==> config.mk <==
export PLATFORM = sky130hd
export DESIGN_NAME = cut_sequencer
export DESIGN_NICKNAME = d
export VERILOG_FILES = /design/src/rtl/cut_sequencer.sv
export SDC_FILE = /design/constraint.sdc
export NUM_CORES = 1
export LEC_CHECK = 0
export ABC_AREA = 1
export CAP_MARGIN = 20
export CORE_UTILIZATION = 45
export CTS_CLUSTER_SIZE = 14
export DETAILED_ROUTE_END_ITERATION = 10
export HOLD_SLACK_MARGIN = 0.06
export PLACE_DENSITY = 0.66
export SETUP_SLACK_MARGIN = 0.5
export SLEW_MARGIN = 20
export SYNTH_ARGS = -nofsm -noshare
export SYNTH_HDL_FRONTEND = slang
export SYNTH_SLANG_ARGS = --single-unit
export TNS_END_PERCENT = 5
==> constraint.sdc <==
create_clock -name clk -period 4.3 [get_ports clk]
set_input_delay 0.86 -clock clk [delete_from_list [all_inputs] [get_ports clk]]
set_output_delay 0.86 -clock clk [all_outputs]
set_load 0.02 [all_outputs]
==> src/rtl/cut_sequencer.sv <==
// cut_sequencer: job sequencer for the cutting cell.
// Measures stock length with the ultrasonic ranger, divides it into equal
// segments with a restoring divider, then steps the carriage, issues cuts,
// and drives the carriage home. Sensor failures are retried up to a limit.
module cut_sequencer #(
    parameter int DIS_W      = 17,
    parameter int SLICE_W    = 5,
    parameter int STABLE_CYC = 2500,
    parameter int MAX_RETRY  = 4
) (
    input  logic               clk,
    input  logic               rst,
    input  logic               start,
    input  logic               pause,
    input  logic [SLICE_W-1:0] slice_num,
    input  logic               valid,
    input  logic               fail,
    input  logic [DIS_W-1:0]   distance,
    input  logic               triggerSuc,
    output logic               trigger,
    output logic               move,
    output logic               back,
    input  logic               cut_end,
    output logic               cut,
    output logic               finish,
    output logic               error,
    output logic               busy,
    output logic [SLICE_W-1:0] cut_count
);

    localparam int GAP_W  = $clog2(STABLE_CYC + 1);
    localparam int RTY_W  = $clog2(MAX_RETRY + 1);
    localparam int DCNT_W = (DIS_W > 1) ? $clog2(DIS_W) : 1;

    localparam logic [GAP_W-1:0]  GAP_MAX   = GAP_W'(STABLE_CYC);
    localparam logic [RTY_W-1:0]  RTY_MAX   = RTY_W'(MAX_RETRY);
    localparam logic [DCNT_W-1:0] DCNT_LAST = DCNT_W'(DIS_W - 1);

    localparam logic [3:0] S_IDLE     = 4'd0;
    localparam logic [3:0] S_INIT_TRI = 4'd1;
    localparam logic [3:0] S_INIT_MEA = 4'd2;
    localparam logic [3:0] S_DIVIDE   = 4'd3;
    localparam logic [3:0] S_TRIGGER  = 4'd4;
    localparam logic [3:0] S_MEASURE  = 4'd5;
    localparam logic [3:0] S_CUT      = 4'd6;
    localparam logic [3:0] S_BACK_TRI = 4'd7;
    localparam logic [3:0] S_BACK     = 4'd8;
    localparam logic [3:0] S_PAUSE    = 4'd9;
    localparam logic [3:0] S_ERROR    = 4'd10;

    // Unsigned subtraction clamped at zero (carriage positions never go negative).
    function automatic logic [DIS_W-1:0] sat_sub(input logic [DIS_W-1:0] a,
                                                 input logic [DIS_W-1:0] b);
        return (a > b) ? (a - b) : '0;
    endfunction

    logic [3:0]         state, state_nxt;
    logic [3:0]         resume_st, resume_nxt;
    logic [GAP_W-1:0]   gap_cnt, gap_nxt;
    logic [RTY_W-1:0]   retry_cnt, retry_nxt;
    logic [SLICE_W-1:0] slice_lat, slice_nxt;
    logic [SLICE_W-1:0] cnt_nxt;
    logic [DIS_W-1:0]   len_q, len_nxt;
    logic [DIS_W-1:0]   loc_q, loc_nxt;
    logic [DIS_W-1:0]   seg_q, seg_nxt;
    logic [DIS_W-1:0]   div_dvd, div_dvd_nxt;
    logic [DIS_W-1:0]   div_rem, div_rem_nxt;
    logic [DIS_W-1:0]   div_quo, div_quo_nxt;
    logic [DCNT_W-1:0]  div_cnt, div_cnt_nxt;
    logic               trigger_nxt;
    logic               finish_nxt;
    logic               bad_start;

    logic [DIS_W-1:0]   divisor;
    logic [DIS_W:0]     div_trial;
    logic               div_ge;
    logic [DIS_W-1:0]   div_rem_step;
    logic [DIS_W-1:0]   tgt;
    logic               is_tri;
    logic               is_mea;

    // Datapath helpers: one restoring-division step and the next cut target.
    always_comb begin
        divisor      = DIS_W'(slice_lat);
        div_trial    = {div_rem, div_dvd[DIS_W-1]};
        div_ge       = (div_trial >= {1'b0, divisor});
        div_rem_step = div_ge ? (div_trial[DIS_W-1:0] - divisor) : div_trial[DIS_W-1:0];
        tgt          = sat_sub(loc_q, seg_q);
        is_tri       = (state == S_INIT_TRI) || (state == S_TRIGGER) || (state == S_BACK_TRI);
        is_mea       = (state == S_INIT_MEA) || (state == S_MEASURE) || (state == S_BACK);
    end

    // Next-state logic; event priority is pause, then fail, then valid, then the rest.
    always_comb begin
        state_nxt   = state;
        resume_nxt  = resume_st;
        gap_nxt     = '0;
        retry_nxt   = retry_cnt;
        slice_nxt   = slice_lat;
        cnt_nxt     = cut_count;
        len_nxt     = len_q;
        loc_nxt     = loc_q;
        seg_nxt     = seg_q;
        div_dvd_nxt = div_dvd;
        div_rem_nxt = div_rem;
        div_quo_nxt = div_quo;
        div_cnt_nxt = div_cnt;
        trigger_nxt = 1'b0;
        finish_nxt  = 1'b0;
        bad_start   = 1'b0;

        if (pause && (state != S_ERROR)) begin
            if (state == S_PAUSE) begin
                state_nxt = resume_st;
            end else begin
                state_nxt = S_PAUSE;
                // A measurement in flight is stale after a pause, so re-trigger.
                case (state)
                    S_INIT_MEA: resume_nxt = S_INIT_TRI;
                    S_MEASURE:  resume_nxt = S_TRIGGER;
                    S_BACK:     resume_nxt = S_BACK_TRI;
                    default:    resume_nxt = state;
                endcase
            end
        end else if (fail && is_mea) begin
            retry_nxt = retry_cnt + RTY_W'(1);
            if (retry_nxt == RTY_MAX) begin
                state_nxt = S_ERROR;
            end else begin
                case (state)
                    S_INIT_MEA: state_nxt = S_INIT_TRI;
                    S_MEASURE:  state_nxt = S_TRIGGER;
                    default:    state_nxt = S_BACK_TRI;
                endcase
            end
        end else if (valid && is_mea) begin
            retry_nxt = '0;
            case (state)
                S_INIT_MEA: begin
                    len_nxt     = distance;
                    loc_nxt     = distance;
                    div_dvd_nxt = distance;
                    div_rem_nxt = '0;
                    div_quo_nxt = '0;
                    div_cnt_nxt = '0;
                    state_nxt   = S_DIVIDE;
                end
                S_MEASURE: begin
                    state_nxt = (distance <= tgt) ? S_CUT : S_TRIGGER;
                end
                default: begin
                    if (distance >= len_q) begin
                        finish_nxt = 1'b1;
                        state_nxt  = S_IDLE;
                    end else begin
                        state_nxt = S_BACK_TRI;
                    end
                end
            endcase
        end else begin
            case (state)
                S_IDLE, S_ERROR: begin
                    if (start) begin
                        if (slice_num >= SLICE_W'(2)) begin
                            state_nxt = S_INIT_TRI;
                            slice_nxt = slice_num;
                            cnt_nxt   = '0;
                            retry_nxt = '0;
                        end else if (state == S_IDLE) begin
                            bad_start = 1'b1;
                        end
                    end
                end
                S_INIT_TRI, S_TRIGGER, S_BACK_TRI: begin
                    if (triggerSuc) begin
                        case (state)
                            S_INIT_TRI: state_nxt = S_INIT_MEA;
                            S_TRIGGER:  state_nxt = S_MEASURE;
                            default:    state_nxt = S_BACK;
                        endcase
                    end else begin
                        gap_nxt     = (gap_cnt == GAP_MAX) ? gap_cnt : gap_cnt + GAP_W'(1);
                        trigger_nxt = (gap_cnt == GAP_MAX);
                    end
                end
                S_DIVIDE: begin
                    div_rem_nxt = div_rem_step;
                    div_quo_nxt = {div_quo[DIS_W-2:0], div_ge};
                    div_dvd_nxt = {div_dvd[DIS_W-2:0], 1'b0};
                    div_cnt_nxt = div_cnt + DCNT_W'(1);
                    if (div_cnt == DCNT_LAST) begin
                        seg_nxt   = {div_quo[DIS_W-2:0], div_ge};
                        state_nxt = S_TRIGGER;
                    end
                end
                S_CUT: begin
                    if (cut_end) begin
                        cnt_nxt   = cut_count + SLICE_W'(1);
                        loc_nxt   = sat_sub(loc_q, seg_q);
                        state_nxt = (cnt_nxt == slice_lat - SLICE_W'(1)) ? S_BACK_TRI : S_TRIGGER;
                    end
                end
                default: ;
            endcase
        end
    end

    // Control and datapath registers.
    always_ff @(posedge clk) begin
        if (rst) begin
            state     <= S_IDLE;
            resume_st <= S_IDLE;
            gap_cnt   <= '0;
            retry_cnt <= '0;
            slice_lat <= '0;
            cut_count <= '0;
            len_q     <= '0;
            loc_q     <= '0;
            seg_q     <= '0;
            div_dvd   <= '0;
            div_rem   <= '0;
            div_quo   <= '0;
            div_cnt   <= '0;
        end else begin
            state     <= state_nxt;
            resume_st <= resume_nxt;
            gap_cnt   <= gap_nxt;
            retry_cnt <= retry_nxt;
            slice_lat <= slice_nxt;
            cut_count <= cnt_nxt;
            len_q     <= len_nxt;
            loc_q     <= loc_nxt;
            seg_q     <= seg_nxt;
            div_dvd   <= div_dvd_nxt;
            div_rem   <= div_rem_nxt;
            div_quo   <= div_quo_nxt;
            div_cnt   <= div_cnt_nxt;
        end
    end

    // Registered outputs, decoded from the state being entered.
    always_ff @(posedge clk) begin
        if (rst) begin
            trigger <= 1'b0;
            move    <= 1'b0;
            back    <= 1'b0;
            cut     <= 1'b0;
            finish  <= 1'b0;
            error   <= 1'b0;
            busy    <= 1'b0;
        end else begin
            trigger <= trigger_nxt;
            move    <= (state_nxt == S_MEASURE) || (state_nxt == S_BACK);
            back    <= (state_nxt == S_BACK);
            cut     <= (state_nxt == S_CUT);
            finish  <= finish_nxt;
            error   <= (state_nxt == S_ERROR) || bad_start;
            busy    <= (state_nxt != S_IDLE) && (state_nxt != S_ERROR);
        end
    end

endmodule

# --- Word level (Yosys, flattened, before mapping) ---
# Cells that the tools add are included.
# W data, S select, Z words.
totals:
  ff_bits: 146
  out_inout_bits: 12
  elab_cells: 141
classes:
  addsub: 7
  n_lt_le_gt_ge: 5
  n_eq_ne: 24
  n_mux: 51
  bitwise: 5
  n_reduce_logical: 29
ops:
  columns: ["operator", "count"]
  rows:
  - ["$mux W17", 11]
  - ["$mux W4", 10]
  - ["$mux W16", 2]
  - ["$mux W5", 6]
  - ["$eq A4 B3 Y1 const B", 6]
  - ["$eq A4 B4 Y1 const B", 5]
  - ["$ge A18 B5 Y1", 1]
  - ["$mux W3", 6]
  - ["$ge A17 B17 Y1", 1]
  - ["$gt A17 B17 Y1", 1]
  - ["$le A17 B17 Y1", 1]
  - ["$sub A17 B17 Y17", 1]
  - ["$sub A17 B5 Y17", 1]
  - ["$pmux W4 S4", 1]
  - ["$add A12 B1 Y12 const B", 1]
  - ["$eq A12 B12 Y1 const B", 1]
  - ["$pmux W3 S2", 2]
  - ["$pmux W4 S3", 1]
  - ["$reduce_and A4 Y1", 3]
  - ["$reduce_or A6 Y1", 2]
  - ["$add A5 B1 Y5 const B", 2]
  - ["$pmux W5 S2", 1]
  - ["$reduce_and A5 Y1", 2]
  - ["$reduce_bool A3 Y1", 3]
  - ["other kinds (24)", 50]

# --- Depth between registers and ports, before layout ---
# Gate-level depths: netlist of the first run.
depth:
  depth_word: 10
  depth_mapped: 31

# --- Worst setup path after synthesis of the first run ---
# OpenSTA, ideal clock, no wires.
synth_timing:
  path_type: "reg2reg"
  start: "register seg_q[2]"
  end: "register busy"
  setup_time_ns: 0.116
  arrival_time_ns: 3.334
  setup_slack_ns: 0.850
  stages_incl_launch_ff: 28
  synth_period_minus_slack_ns: 3.450
  cell_sequence: "dfxtp_1 > inv_1 > ha_1 > inv_1 > nor2_1 > nor2_1 > o21bai_1 > nand2_1 > nand2_1 > nand3_1 > a21boi_1 > clkbuf_1 > nand2_1 > ha_1 > nand2_1 > nor2_1 > and2_1 > nand4_1 > nand3_1 > nand2_1 > nand3_1 > nand3_1 > nand2_1 > nand2_1 > nand2_1 > nand2_1 > nor2_1 > nor2_1"
synth_via:
  elab_chain_cells: 10
synth_lines:
  columns: ["item", "line_no", "rtl"]
  rows:
  - ["start, declared", "65", "logic [DIS_W-1:0] seg_q, seg_nxt;"]
  - ["start signal, assigned", "233", "seg_q <= seg_nxt;"]
  - ["$sub A17 B17 Y17 or $gt A17 B17 Y1 (tied branches)", "54", "return (a > b) ? (a - b) : '0;"]
  - ["$mux W17 *", "54", null]
  - ["$le A17 B17 Y1 *", "149", "state_nxt = (distance <= tgt) ? S_CUT : S_TRIGGER;"]
  - ["$mux W2 *", "149", null]
  - ["$pmux W3 S2 *", "138", "case (state)"]
  - ["$mux W4 *", "136", "end else if (valid && is_mea) begin"]
  - ["$mux W4 *", "125", "end else if (fail && is_mea) begin"]
  - ["$mux W4 *", "112", "if (pause && (state != S_ERROR)) begin"]
  - ["$ne A4 B4 Y1 or $reduce_bool A4 Y1 (tied branches)", "258", "busy <= (state_nxt != S_IDLE) && (state_nxt != S_ERROR);"]
  - ["$logic_and A1 B1 Y1 *", "258", null]
  - ["end signal, assigned", "258", null]
  - ["end, declared", "27", "output logic busy,"]
# Every way passes the cells marked *; elsewhere a longest branch is shown, timed or not.
# A chain may end at the register's enable or synchronous reset.

# --- Worst setup path after layout of the first run ---
layout_timing:
  start: "register seg_q[1]"
  end: "register busy"
# Same word-level chain as after synthesis.

==> impl_metrics.ini, run 1 <==
[pwr]
p_leak_nw = 4.468
power_mw = 3.598
power_density_mw_per_mm2 = 354.2
ir_drop_mv = 0.2304

[layout]
syn_to_final_growth_pct = 15.55
final_common_cell = nand2_1
drive_gt1_share_pct = 7.088
nNetsFinal = 1395
fin_util_pct = 53.60
final_cell_mix = nand2_1, inv_1, a21oi_1, dfxtp_1, o21ai_0
diodes = 0

[cts]
clk-insertion-delay-late_ns = 0.43
hold_buffers = 0
clk_path_buf_depth = 2
cts.sinks = 146
cts_max_level = 4
cts-buffers-inserted = 17
clockRootBuffer = clkbuf_16
cts_tree = yes
path_clk_slew_ns = 0.06

[grt]
grt_pass1_wl_mm = 34.22
antenna_found_initial = 0
grt_usage_pct = 21.04
overflow = 0
grt_max_degree = 57
first_global_vias = 7355

[timing]
setup_slack_ns = 0.7621
hold_viol = 0
post-route-min-period_ns = 3.538
setup_viol = 0
finClkSkew_ns = 0.01211
final_max_slew_viol_count = 0
rsz0062_at_grt = no
tightestPinTransition_ns = 0.9280
max_freq_mhz = 282.7
relSlewSlack_pct = 38.13
setup_tns_ns = 0
finalCritPeriodShare_pct = 82.28

[critical_path]
critPathMaxStageDelay_ns = 0.30
start_kind = flip-flop
cp.required_ns = 4.62
crit_path_end_kind = flip-flop
path_max_fanout = 7
slowest_stage = dfxtp_1
ff2ff_path_depth = 30
crit_top_cell = nand2_1
crit_type = reg -> reg
arrival_ns = 3.86

[synth]
async_reset_ff_share_pct = 0
synth_area_mm2 = 0.008792
synth-main-ff-cell = dfxtp_1
syn_avg_cell_area_um2 = 6.912
synth_warnings = 0
synth-edff-count = 0
yosysSeqAreaShare_pct = 33.24
syn_nets = 1368
synth-seq-cells = 146
ys_types = 51
syn_inst = 1272

[placement]
dpl.hpwl_mm = 14.86
pre_cts_ws_ns = 0.4586
numPortBuffers = 41
gp_congestion = 0.8996

[hold_path]
hold_class = reg -> reg
min_path_cells = 2

[run_status]
status = finished, final reports clean

[die]
dieArea_mm2 = 0.02010
placement_rows = 50
die_w_um = 141.8
floorplan.initialDensity_pct = 46.38
coreArea_mm2 = 0.01896
die_h_um = 141.8
io_pins = 42

[route]
drc = 0
vias = 8166
route.antenna.remaining_nets = 0
drtIter0Drc = 484
wl_per_cell_um = 13.16
dr.pass1.iters = 5
routed_wl_mm = 20.68
via_per_inst = 5.195

[run]
cap_viol_max_count = 0
## cell type report
class	instances	area, um^2
well taps	260	325.3
inverters	183	691.9
flip-flops and latches	146	2923
fillers	1868	8796
clock inverters	12	132.6
clock buffers	20	446.7
multi-input cells	895	5032
repair buffers	56	608.1
## critical path: cells and delay by family, from the launching register on
kind | cells | cell delay [ns]
AOI/OAI and AO/OA | 4 | 0.62
adders and majority gates | 2 | 0.57
buffers and inverters | 4 | 0.40
DFF | 1 | 0.30
and+or+nand+nor | 20 | 1.51
## synthesized netlist by cell type (2+ instances only)
library cell,instances,share of area (%)
a211oi_1,5,0.43
a211oi_2,2,0.28
a21boi_0,2,0.17
a21o_1,4,0.34
a21oi_1,148,8.4
a22oi_1,2,0.17
a31oi_1,18,1.3
and3_1,2,0.14
buf_2,13,0.74
buf_4,2,0.17
buf_6,5,0.64
clkbuf_1,27,1.2
dfxtp_1,146,33
fa_1,2,0.46
ha_1,64,9.1
inv_1,175,7.5
inv_2,5,0.21
inv_4,2,0.14
nand2_1,240,10
nand2_2,4,0.28
nand3_1,67,3.8
nand4_1,19,1.4
nor2_1,108,4.6
nor2_2,4,0.28
nor2_8,2,0.46
nor3_1,7,0.40
nor3_4,2,0.37
nor3b_1,2,0.17
nor4_1,7,0.50
o211ai_1,4,0.34
o21ai_0,116,6.6
o21ai_1,2,0.11
o21bai_1,2,0.17
o31ai_1,17,1.5
or2_2,4,0.28
xnor2_1,7,0.70
xor2_1,20,2.0
## final timing paths
path / from / end / slack (ns)
setup / recovery: seg_q[1]$_SDFFE_PP0P_ / busy$_SDFF_PP0_ / 0.76
hold / removal: resume_st[2]$_SDFFE_PP0P_ / resume_st[2]$_SDFFE_PP0P_ / 0.45
setup reg to reg: seg_q[1]$_SDFFE_PP0P_ / busy$_SDFF_PP0_ / 0.76
hold reg to reg: resume_st[2]$_SDFFE_PP0P_ / resume_st[2]$_SDFFE_PP0P_ / 0.45
## timing repair
action                                  CTS  global route
pin swaps                                 0             8
gates cloned                              0             2
endpoints found under the setup margin    2             6
setup buffers                             0             3
gates resized for setup                   1            26
## where the power goes
part | internal (mW) | switching [mW] | leakage, nW
logic | 0.263 | 0.438 | 3.01
clock network | 0.871 | 0.603 | 0.277
registers | 1.39 | 0.0312 | 1.18
total | 2.53 | 1.07 | 4.47
## logic make-up (layout without fill, tap and decap cells)
kind of cell	count (synthesis)	in the layout	synth area share, %
simple gates	473	473	23.47
compound gates	329	329	20.42
buf+inv	231	271	10.62
flops	146	146	33.24
fa+ha+maj	66	66	9.563
xor+xnor	27	27	2.690
## routing by layer
| layer | part of all wire [%] | track usage [%] | up-vias |
|---|---|---|---|
| li1 | - | - | 4280 |
| met5 | 0 | 0 | - |
| met1 | 49 | 27.51 | 3766 |
| met4 | 1.0 | 5.150 | 0 |
| met3 | 3.3 | 4.252 | 19 |
| met2 | 47 | 35.36 | 101 |
## state kept, by name (all words and copies together) (netlist names), 3 cells and up
name       flops
cut_count      5
div_cnt        5
div_dvd       17
div_quo       16
div_rem       17
gap_cnt       12
len_q         17
loc_q         17
resume_st      4
retry_cnt      3
seg_q         17
slice_lat      5
state          4
## metrics by stage
| step | hold WS [ns] | instances | instance area, um^2 |
|---|---|---|---|
| after floorplan | 0.4208 | 1272 | 8792 |
| after global placement | 0.4323 | 1535 | 9395 |
| after detailed placement | 0.4375 | 1535 | 9395 |
| after CTS | 0.4470 | 1567 | 9978 |
| after global routing | 0.4581 | 1572 | 10160 |
| final | 0.4453 | 1572 | 10160 |
Note: power is estimated with default switching activity, not from simulation.
==> run 2: changes to the inputs <==
Clock period 4.3 ns to 3.6 ns, I/O delays scaled along.
==> run 2 against run 1 <==
- worst setup slack got worse by 0.49 ns
- die area unchanged
- routed wire length increased by 5.1%
- critical path depth decreased by 2
- non-clock buffer count increased by 15
- global-route usage increased by 1.0 points
- clock power increased by 38%
- largest power group unchanged
- register-to-register slack got worse by 0.49 ns
- critical endpoint unchanged
- sequential cell count unchanged
- largest cell class unchanged
- count of clock-buffer cells in the layout decreased by 1
- total power increased by 29%
- combinational power increased by 30%
==> impl_metrics.ini, run 2 (same netlist as run 1, synthesis figures left out) <==
[critical_path]
cp.required_ns = 3.93
slowest_stage = dfxtp_2
crit_path_end_kind = flip-flop
ff2ff_path_depth = 28
crit_cells = 28
start_kind = flip-flop
arrival_ns = 3.66
path_max_fanout = 8
crit_top_cell = nand2_2
critPathMaxStageDelay_ns = 0.34
crit_type = reg -> reg
critical_path_buf_inv_count = 3
cp_top_family = simple AND/OR/NAND/NOR gates

[layout]
drive_gt1_share_pct = 13.04
multi_input_area_mm2 = 0.005375
nFillCells = 1777
nNetsFinal = 1410
final_common_cell = nand2_1
diodes = 0
seq_area_mm2 = 0.002934
syn_to_final_growth_pct = 22.03
final_cell_mix = nand2_1, inv_1, a21oi_1

[route]
vias = 8284
route.antenna.remaining_nets = 0
dr.pass1.iters = 6
drtIter0Drc = 502
via_per_inst = 5.220
routed_wl_mm = 21.74
wl_per_cell_um = 13.70
drc = 0

[grt]
grt_usage_pct = 22.06
overflow = 0
grt_max_degree = 82
antenna_found_initial = 0
grt_pass1_wl_mm = 35.79
first_global_vias = 7630

[cts]
clk_path_buf_depth = 2
path_clk_slew_ns = 0.07
cts_tree = yes
clk-insertion-delay-late_ns = 0.43
cts-buffers-inserted = 17
clockRootBuffer = clkbuf_16
cts_max_level = 4
hold_buffers = 0
cts.sinks = 146

[timing]
hold_viol = 0
post-route-min-period_ns = 3.329
finClkSkew_ns = 0.01125
final_max_slew_viol_count = 0
finalCritPeriodShare_pct = 92.47
relSlewSlack_pct = 44.07
tightestPinTransition_ns = 0.8380
setup_tns_ns = 0
setup_viol = 0
max_freq_mhz = 300.4
rsz0062_at_grt = yes

[placement]
numPortBuffers = 41
dpl.hpwl_mm = 14.69
gp_congestion = 0.8771

[run]
cap_viol_max_count = 0

[die]
die_h_um = 141.8
die_w_um = 141.8
dieArea_mm2 = 0.02010
coreArea_mm2 = 0.01896
io_pins = 42
floorplan.initialDensity_pct = 46.38
placement_rows = 50

[pwr]
power_frac_comb_pct = 19.6
p_leak_nw = 4.708
sequentialPowerShare_pct = 36.6
power_density_mw_per_mm2 = 432.4
intPower_mw = 3.294
pwr-share-clk_pct = 43.8
ir_drop_mv = 0.2686
power_mw = 4.639
switching_share_pct = 29.00
p_sw_mw = 1.345

[hold_path]
min_path_cells = 2
hold_class = reg -> reg

[run_status]
status = finished, final reports clean
[run 2: cell count changes in the layout (fill, tap and decap cells not counted), moves of 5 or more]
cell	delta
dfxtp_2	+6
inv_1	-9
nor2_1	-7
ha_4	+16
nand2_1	-14
nand2_2	+9
buf_4	+15
ha_1	-18
nand2_4	+5
inv_2	+8
dfxtp_1	-7
[run 2: power by group through the flow]
stage                     logic [mW]  registers [mW]  clock network (mW)
after global routing            1.02            1.70                2.13
after CTS                      0.862            1.70                2.06
final                          0.910            1.70                2.03
after detailed placement       0.785            1.73                   0
after global placement         0.779            1.73                   0
after floorplan                0.581            1.74                   0
[run 2: final timing paths]
check        slack [ns]                        end                      start
max                0.27            busy$_SDFF_PP0_      seg_q[1]$_SDFFE_PP0P_
min                0.45  resume_st[2]$_SDFFE_PP0P_  resume_st[2]$_SDFFE_PP0P_
max reg2reg        0.27            busy$_SDFF_PP0_      seg_q[1]$_SDFFE_PP0P_
min reg2reg        0.45  resume_st[2]$_SDFFE_PP0P_  resume_st[2]$_SDFFE_PP0P_
[run 2: metrics by stage]
stage / worst slack (ns) / util, % / instances / hold WS [ns] / area [um^2]
after global placement: 0.1568 / 49.89 / 1537 / 0.4342 / 9457
after floorplan: 0.5106 / - / 1272 / 0.4208 / 8859
final: 0.2711 / 56.60 / 1587 / 0.4501 / 10730
after detailed placement: 0.06432 / 49.89 / 1537 / 0.4431 / 9457
after global routing: 0.01912 / 56.60 / 1587 / 0.4625 / 10730
after CTS: 0.3131 / 55.23 / 1580 / 0.4535 / 10470
[run 2: final cells by class]
cell class | count | area share, %
clock buffer | 19 | 4.222
timing repair buffer | 71 | 6.764
tap | 260 | 3.032
inverter | 183 | 6.472
multi-input combinational | 895 | 50.10
sequential | 146 | 27.35
clock inverter | 13 | 2.064
[run 2: layer usage]
| metal | global-route usage, % | up-vias | wire length (um) |
|---|---|---|---|
| met3 | 3.442 | 27 | 937 |
| met1 | 29.22 | 3766 | 10440 |
| li1 | - | 4315 | - |
| met2 | 36.56 | 176 | 10120 |
| met4 | 7.244 | 0 | 240 |
| met5 | 0 | - | 0 |
[run 2: worst min-delay path, cell delays in order (launching register included)]
cell	delay, ns
dfxtp_1	0.31
inv_1	0.05
a21oi_1	0.05
[run 2: timing repair]
| item | in CTS | in global routing |
|---|---|---|
| resized for setup | 41 | 52 |
| buffers inserted | 9 | 7 |
| hold endpoints to repair | 0 | 0 |
| gates cloned | 2 | 0 |
| pin swaps | 33 | 36 |
| setup endpoints to repair | 6 | 9 |
==> run 3: changes to the inputs <==
Settings changed: CORE_MARGIN set to 3, SLEW_MARGIN 20 to unset.
Clock period 3.6 ns to 4.32 ns, I/O delays scaled along.
==> run 3 against run 2 <==
- die area rose by 5.7%
- clock power decreased by 28%
- routed wire length down 4.9%
- non-clock buffer count decreased by 14
- sequential cell count did not move
==> impl_metrics.ini, run 3 (same netlist as run 1, synthesis figures left out) <==
[route]
dr.pass1.iters = 5
route.antenna.remaining_nets = 0
wl_per_cell_um = 13.14
drc = 0
drtIter0Drc = 396
routed_wl_mm = 20.67
vias = 8151
via_per_inst = 5.182

[grt]
grt_usage_pct = 19.47
antenna_found_initial = 0
overflow = 0
grt_max_degree = 58
grt_pass1_wl_mm = 35.34
first_global_vias = 7433

[critical_path]
path_max_fanout = 7
r2r-end = busy$_SDFF_PP0_
ff2ff_path_depth = 27
r2r-start = seg_q[1]$_SDFFE_PP0P_
cp.required_ns = 4.64
crit_path_end_kind = flip-flop
slowest_stage = dfxtp_1
regToRegSetupSlack_ns = 0.85
start_kind = flip-flop
critPathMaxStageDelay_ns = 0.30
arrival_ns = 3.80
crit_top_cell = nand2_1
crit_type = reg -> reg

[cts]
cts_tree = yes
cts-buffers-inserted = 17
path_clk_slew_ns = 0.07
cts.sinks = 146
clk-insertion-delay-late_ns = 0.42
clockRootBuffer = clkbuf_16
cts_max_level = 4
clk_path_buf_depth = 2

[pwr]
power_density_mw_per_mm2 = 352.9
sequentialPowerShare_pct = 39.7
intPower_mw = 2.505
pwr-share-clk_pct = 41.2
p_sw_mw = 1.065
switching_share_pct = 29.84
p_leak_nw = 4.461
power_frac_comb_pct = 19.1
ir_drop_mv = 0.2657

[layout]
drive_gt1_share_pct = 6.855
diodes = 0
final_common_cell = nand2_1
syn_to_final_growth_pct = 15.06
fin_area_mm2 = 0.01012
final_cell_mix = nand2_1, inv_1, a21oi_1
nNetsFinal = 1396

[timing]
finalCritPeriodShare_pct = 80.43
rsz0062_at_grt = no
final_max_slew_viol_count = 0
hold_viol = 0
post-route-min-period_ns = 3.475
setup_viol = 0
tightestPinTransition_ns = 0.8497
finClkSkew_ns = 0.01157
max_freq_mhz = 287.8
relSlewSlack_pct = 43.29
setup_tns_ns = 0

[die]
die_w_um = 145.8
coreArea_mm2 = 0.01896
floorplan.initialDensity_pct = 46.38
placement_rows = 50
io_pins = 42
die_h_um = 145.8
dieArea_mm2 = 0.02125

[placement]
dpl.hpwl_mm = 14.87
place_area_mm2 = 0.009398
gp_congestion = 0.9328
numPortBuffers = 41

[run_status]
status = finished, final reports clean

[hold_path]
min_path_cells = 2
min_to = resume_st[2]$_SDFFE_PP0P_
min-delay-start = resume_st[2]$_SDFFE_PP0P_
hold_class = reg -> reg

[run]
cap_viol_max_count = 0
-- run 3: cell types whose count changed in the layout (fill, tap and decap cells not counted), sizes merged --
cell	delta
clkinvlp	+3
buf	-15
inv	-1
bufinv	-3
clkinv	+2
-- run 3: what timing repair did --
action                                 CTS  global route
gates resized for setup                  0            19
setup endpoints to repair                0             6
hold buffers                             0             0
buffers inserted                         0             3
endpoints found under the hold margin    0             0
-- run 3: area by class of cell --
class / count / area, um^2
fillers: 1867 / 8840
multi-input cells: 895 / 5011
flip-flops and latches: 146 / 2923
inverters: 183 / 691.9
repair buffers: 57 / 573.1
clock buffers: 18 / 439.2
well taps: 260 / 325.3
clock inverters: 14 / 152.6
-- run 3: worst max-delay path: cells and delay by family (launching register included) --
| kind | cells | cell delay (ns) |
|---|---|---|
| AO/OA/AOI/OAI | 3 | 0.47 |
| XOR/XNOR | 1 | 0.09 |
| adder cells (fa/ha/maj) | 2 | 0.55 |
| buffers and inverters | 4 | 0.44 |
| flip-flops | 1 | 0.30 |
| AND/OR/NAND/NOR | 17 | 1.52 |
-- run 3: power by group through the flow --
stage,combinational (mW),clock [mW],sequential (mW)
CTS,0.648,1.51,1.42
floorplan,0.472,0,1.45
finish,0.681,1.47,1.42
global placement,0.640,0,1.45
detailed placement,0.644,0,1.45
global route,0.776,1.57,1.42
-- run 3: how the worst max path moves through the flow --
stage | start | to | cells past startpoint
4_1_cts | seg_q[2]$_SDFFE_PP0P_ | busy$_SDFF_PP0_ | 27
6_report | seg_q[1]$_SDFFE_PP0P_ | busy$_SDFF_PP0_ | 27
5_1_grt | seg_q[1]$_SDFFE_PP0P_ | busy$_SDFF_PP0_ | 27
3_3_place_gp | seg_q[2]$_SDFFE_PP0P_ | busy$_SDFF_PP0_ | 27
3_5_place_dp | seg_q[2]$_SDFFE_PP0P_ | busy$_SDFF_PP0_ | 27
2_1_floorplan | seg_q[2]$_SDFFE_PP0P_ | busy$_SDFF_PP0_ | 27
-- run 3: per-layer routing --
| metal | GRT usage [%] | up-vias | share of wire [%] |
|---|---|---|---|
| met3 | 3.363 | 20 | 3.5 |
| met5 | 0 | - | 0 |
| li1 | - | 4287 | - |
| met2 | 30.61 | 137 | 45 |
| met1 | 27.39 | 3707 | 50 |
| met4 | 5.840 | 0 | 1.3 |
-- run 3: through the flow --
| stage | util, % | instances | setup WS, ns | total power [mW] | hold slack [ns] |
|---|---|---|---|---|---|
| final | 53.37 | 1573 | 0.8454 | 3.570 | 0.4441 |
| after global routing | 53.37 | 1573 | 0.4990 | 3.767 | 0.4672 |
| after CTS | 52.70 | 1569 | 0.5032 | 3.576 | 0.4458 |
| after detailed placement | 49.58 | 1537 | 0.5262 | 2.090 | 0.4357 |
| after global placement | 49.58 | 1537 | 0.5969 | 2.086 | 0.4305 |
| after floorplan | - | 1272 | 0.8703 | 1.919 | 0.4208 |
